**config.mk**
```make
export PLATFORM = sky130hd
export DESIGN_NAME = color_combiner_stage
export DESIGN_NICKNAME = d
export VERILOG_FILES = /design/src/rtl/color_combiner_stage.sv
export SDC_FILE = /design/constraint.sdc
export NUM_CORES = 1
export LEC_CHECK = 0
export CAP_MARGIN = 10
export CORE_ASPECT_RATIO = 2
export CORE_MARGIN = 5
export CORE_UTILIZATION = 47
export DETAILED_ROUTE_END_ITERATION = 8
export PLACE_DENSITY = 0.83
export SLEW_MARGIN = 40
export SYNTH_ARGS = -nofsm -noshare
export SYNTH_HDL_FRONTEND = slang
export SYNTH_SLANG_ARGS = --single-unit
```
**constraint.sdc**
```tcl
create_clock -name aclk -period 9.3 [get_ports aclk]
set_input_delay 1.86 -clock aclk [delete_from_list [all_inputs] [get_ports aclk]]
set_output_delay 1.86 -clock aclk [all_outputs]
set_load 0.02 [all_outputs]
```
**src/rtl/color_combiner_stage.sv**
```systemverilog
// Texture-environment combine stage wrapped around an external 2-cycle signed color mixer.
// Builds signed mixer operands per mode, tracks valid/tag through the mixer, then clamps the result.
module color_combiner_stage #(
  parameter int CHANNEL_WIDTH = 8,
  parameter int TAG_WIDTH     = 16
) (
  input  logic                             aclk,
  input  logic                             reset,
  input  logic                             s_valid,
  output logic                             s_ready,
  input  logic [4*CHANNEL_WIDTH-1:0]       s_primary,
  input  logic [4*CHANNEL_WIDTH-1:0]       s_texture,
  input  logic [4*CHANNEL_WIDTH-1:0]       s_constant,
  input  logic [4*CHANNEL_WIDTH-1:0]       s_previous,
  input  logic [2:0]                       s_mode,
  input  logic [1:0]                       s_src0,
  input  logic [1:0]                       s_src1,
  input  logic [1:0]                       s_src2,
  input  logic [TAG_WIDTH-1:0]             s_tag,
  output logic                             mixer_ce,
  output logic [4*(CHANNEL_WIDTH+1)-1:0]   mixer_colorA,
  output logic [4*(CHANNEL_WIDTH+1)-1:0]   mixer_colorB,
  output logic [4*(CHANNEL_WIDTH+1)-1:0]   mixer_colorC,
  output logic [4*(CHANNEL_WIDTH+1)-1:0]   mixer_colorD,
  input  logic [4*(CHANNEL_WIDTH+1)-1:0]   mixer_mixed,
  output logic                             m_valid,
  input  logic                             m_ready,
  output logic [4*CHANNEL_WIDTH-1:0]       m_color,
  output logic [TAG_WIDTH-1:0]             m_tag
);

  localparam int CW  = CHANNEL_WIDTH;
  localparam int SPW = CHANNEL_WIDTH + 1;

  typedef enum logic [2:0] {
    MODE_REPLACE     = 3'd0,
    MODE_MODULATE    = 3'd1,
    MODE_ADD         = 3'd2,
    MODE_SUBTRACT    = 3'd3,
    MODE_INTERPOLATE = 3'd4
  } mode_t;

  logic                 ce;
  logic [4*CW-1:0]      arg0, arg1, arg2;
  logic [4*SPW-1:0]     op_a, op_b, op_c, op_d;
  logic [4*CW-1:0]      clamped;
  logic                 v1, v2, v3;
  logic [TAG_WIDTH-1:0] t1, t2, t3;

  // The whole pipeline, including the external mixer, advances only when the output slot can move.
  assign ce       = !m_valid || m_ready;
  assign s_ready  = ce;
  assign mixer_ce = ce;

  function automatic logic [4*CW-1:0] pick_src(input logic [1:0] src,
                                               input logic [4*CW-1:0] p, t, c, v);
    case (src)
      2'd0:    pick_src = p;
      2'd1:    pick_src = t;
      2'd2:    pick_src = c;
      default: pick_src = v;
    endcase
  endfunction

  assign arg0 = pick_src(s_src0, s_primary, s_texture, s_constant, s_previous);
  assign arg1 = pick_src(s_src1, s_primary, s_texture, s_constant, s_previous);
  assign arg2 = pick_src(s_src2, s_primary, s_texture, s_constant, s_previous);

  // Unsigned args are zero-extended to signed operands; negation fits since -ONE is representable.
  always_comb begin
    logic [SPW-1:0] a0, a1, a2, one;
    op_a = '0;
    op_b = '0;
    op_c = '0;
    op_d = '0;
    a0   = '0;
    a1   = '0;
    a2   = '0;
    one  = {1'b0, {CW{1'b1}}};
    for (int i = 0; i < 4; i++) begin
      a0 = {1'b0, arg0[i*CW +: CW]};
      a1 = {1'b0, arg1[i*CW +: CW]};
      a2 = {1'b0, arg2[i*CW +: CW]};
      op_a[i*SPW +: SPW] = a0;
      case (s_mode)
        MODE_MODULATE: begin
          op_b[i*SPW +: SPW] = a1;
        end
        MODE_ADD: begin
          op_b[i*SPW +: SPW] = one;
          op_c[i*SPW +: SPW] = a1;
          op_d[i*SPW +: SPW] = one;
        end
        MODE_SUBTRACT: begin
          op_b[i*SPW +: SPW] = one;
          op_c[i*SPW +: SPW] = {SPW{1'b0}} - a1;
          op_d[i*SPW +: SPW] = one;
        end
        MODE_INTERPOLATE: begin
          op_b[i*SPW +: SPW] = a2;
          op_c[i*SPW +: SPW] = a1;
          op_d[i*SPW +: SPW] = one - a2;
        end
        default: begin
          op_b[i*SPW +: SPW] = one;
        end
      endcase
    end
  end

  always_ff @(posedge aclk or posedge reset) begin
    if (reset) begin
      mixer_colorA <= '0;
      mixer_colorB <= '0;
      mixer_colorC <= '0;
      mixer_colorD <= '0;
      v1           <= 1'b0;
      t1           <= '0;
    end else if (ce) begin
      v1 <= s_valid;
      if (s_valid) begin
        mixer_colorA <= op_a;
        mixer_colorB <= op_b;
        mixer_colorC <= op_c;
        mixer_colorD <= op_d;
        t1           <= s_tag;
      end
    end
  end

  // Valid/tag shadow of the two mixer register stages.
  always_ff @(posedge aclk or posedge reset) begin
    if (reset) begin
      v2 <= 1'b0;
      v3 <= 1'b0;
      t2 <= '0;
      t3 <= '0;
    end else if (ce) begin
      v2 <= v1;
      v3 <= v2;
      t2 <= t1;
      t3 <= t2;
    end
  end

  always_comb begin
    logic [SPW-1:0] ch;
    clamped = '0;
    ch      = '0;
    for (int i = 0; i < 4; i++) begin
      ch = mixer_mixed[i*SPW +: SPW];
      clamped[i*CW +: CW] = ch[SPW-1] ? {CW{1'b0}} : ch[CW-1:0];
    end
  end

  always_ff @(posedge aclk or posedge reset) begin
    if (reset) begin
      m_valid <= 1'b0;
      m_color <= '0;
      m_tag   <= '0;
    end else if (ce) begin
      m_valid <= v3;
      if (v3) begin
        m_color <= clamped;
        m_tag   <= t3;
      end
    end
  end

endmodule

```
==> metrics.yaml <==
status: "completed"
chipWidth_um: 123
finalMaxSlewViolations: 0
rsz0062_at_grt: "false"
die_area_um2: 29100
cts-resized-gates: 0
root_buffer: "clkbuf_16"
synth_cells: 1139
p_leak_uw: 0.00701
yosysWarnings: 0
initial_core_util_pct: 47.2
firstDrtPassIters: 5
grt_pass1_wl_mm: 58.9
finalSetupTns_ps: 0
multi_input_area_um2: 5860
fill_cells: 1981
slew_headroom_pct: 44.5
startpoint: "m_ready"
antenna_found_initial: 0
drive_above_1_share_pct: 12.0
vias_per_cell: 5.64
ys.flop_type: "dfrtp_1"
drc: 0
synthToLayoutAreaGrowth_pct: 38.1
mostFrequentLayoutCell: "clkdlybuf4s50_1"
cts_tree: "done"
worstMarginPinSlew_ps: 832
cts_num_sinks: 232
initialDrtViolationCount: 563
hold_slack_ps: 462
grt_max_degree: 81
setup_violations: 0
die_h_um: 236
maxCapViolCount: 0
final_cells: 1816
r2r-start: "m_valid$_DFFE_PP0N_"
p_per_area_nw_per_um2: 250
fmax_mhz: 188
critPathKind: "input port to output pin"
coreArea_um2: 25500
hp-start: "t3[6]$_DFFE_PP0N_"
clock_latency_ps: 510
crit_arrival_ps: 3450
cts_hold_buf: 0
path_max_fanout: 36
start_kind: "input port"
clock_path_buffers: 3
overflow: 0
synth_area_per_cell_um2: 10.6
grt_pass1_vias: 10900
synthDistinctLibCells: 48
hold_violations: 0
cp-end-kind: "output pin"
wl_mm: 38.1
layout.nets: 1658
htreeDepth: 1
synth-edff-count: 0
track_usage_pct: 26.0
cts_made_buffers: 21
io_buffers: 375
place_inst: 1779
boundaryPins: 388
row_count: 83
synthArstFlopShare_pct: 100
ys_seq_area_share_pct: 48.2
final.period_utilization_pct: 57.1
fin_skew_ps: 14.9
postLayoutCellArea_um2: 16600
regArea_um2: 5810
period_needed_ps: 5310
syn-cell-area_um2: 12100
ir_worst_vdd_uv: 137
path_clk_slew_ps: 70
ant_nets: 0
gp_congestion: 0.877
worst_ep_required_time_ps: 7440
postPlaceCellArea_um2: 16000
final_cell_mix: "clkdlybuf4s50_1, nand2_1, dfrtp_1"
hpwl_mm: 28.0
yosys_register_bits: 232
timing.hold.worst.class: "flip-flop to flip-flop"
wire_per_inst_um: 21.0
diodes: 0
vias: 10200
cts_setup_buffers: 0
## critical path, stage by stage
cell and delay (ps):
clkdlybuf4s50_1 430, nor2b_2 110, buf_4 330, inv_1 140, clkdlybuf4s50_1 570
## layout make-up
type	count	share of cell area, %
clock buffer	27	3.41
clock inverter	10	0.707
inverter	9	0.248
multi-input combinational	811	35.2
sequential	232	34.9
tap	340	2.56
timing repair buffer	387	23.0
## metrics by stage
step	total power (µW)	setup slack, ps	utilization [%]
final	4160	3990	65.2
after floorplan	2450	1080	-
after global placement	3250	3990	62.4
after CTS	4200	3990	65.1
after detailed placement	3310	4010	62.5
after global routing	4400	3930	65.2
## path summary, 6_finish.rpt
| path | to | slack [ps] | depth (start not counted) |
|---|---|---|---|
| worst max register to register | mixer_colorC[7]$_DFFE_PP0P_ | 6130 | 8 |
| worst min-delay path | t3[6]$_DFFE_PP0N_ | 460 | 2 |
| worst min register to register | t3[6]$_DFFE_PP0N_ | 460 | 2 |
| min in group asynchronous | mixer_colorA[28]$_DFFE_PP0P_ | 1830 | 2 |
| worst max-delay path | s_ready | 3990 | 5 |
| max in group asynchronous | mixer_colorD[20]$_DFFE_PP0P_ | 6360 | 3 |
## cells in the mapped netlist (all sizes together) (3+ instances only)
cell | n | area share, %
nand2 | 338 | 11
dfrtp | 232 | 48
mux4 | 97 | 18
clkbuf | 73 | 2.3
nor2 | 72 | 2.2
o21ai | 72 | 3.0
nand2b | 35 | 1.8
buf | 25 | 1.3
o22a | 25 | 1.8
o22ai | 24 | 1.2
mux2 | 16 | 1.5
xnor2 | 14 | 1.0
a221oi | 13 | 0.94
inv | 9 | 0.28
o211ai | 9 | 0.60
o21a | 9 | 0.56
a41oi | 8 | 0.58
nor3 | 8 | 0.33
a21oi | 7 | 0.29
a22oi | 6 | 0.37
nor3b | 5 | 0.31
a22o | 4 | 0.29
and2 | 4 | 0.21
ha | 3 | 0.31
nand3 | 3 | 0.12
nand3b | 3 | 0.19
o31ai | 3 | 0.19
## flip-flops by register name (all words and copies together) (netlist names)
name / flops
mixer_colorC: 36
m_color: 32
mixer_colorA: 32
mixer_colorB: 32
mixer_colorD: 32
m_tag: 16
t1: 16
t2: 16
t3: 16
m_valid: 1
v1: 1
v2: 1
v3: 1
## per-layer routing
metal / GRT usage [%] / vias to the layer above / share of wire (%)
li1: - / 4645 / -
met1: 27.7 / 5016 / 33
met2: 46.7 / 481 / 53
met3: 6.72 / 94 / 8.8
met4: 12.4 / 0 / 5.0
met5: 0 / - / 0
## where the power goes
group / total [µW] / internal (µW) / switching, µW
Combinational: 1730 / 799 / 935
Clock: 883 / 492 / 390
Sequential: 1550 / 1360 / 192
Total: 4160 / 2650 / 1520
## kinds of logic after synthesis
family / synth area share, %
buffers and inverters: 3.84
xor gates and xnor gates: 1.16
adders and majority gates: 0.311
muxes: 19.6
AOI/OAI and AO/OA: 10.6
DFF: 48.2
other: 0.0311
and+or+nand+nor: 16.3
Power figures use the tool's default switching activity.
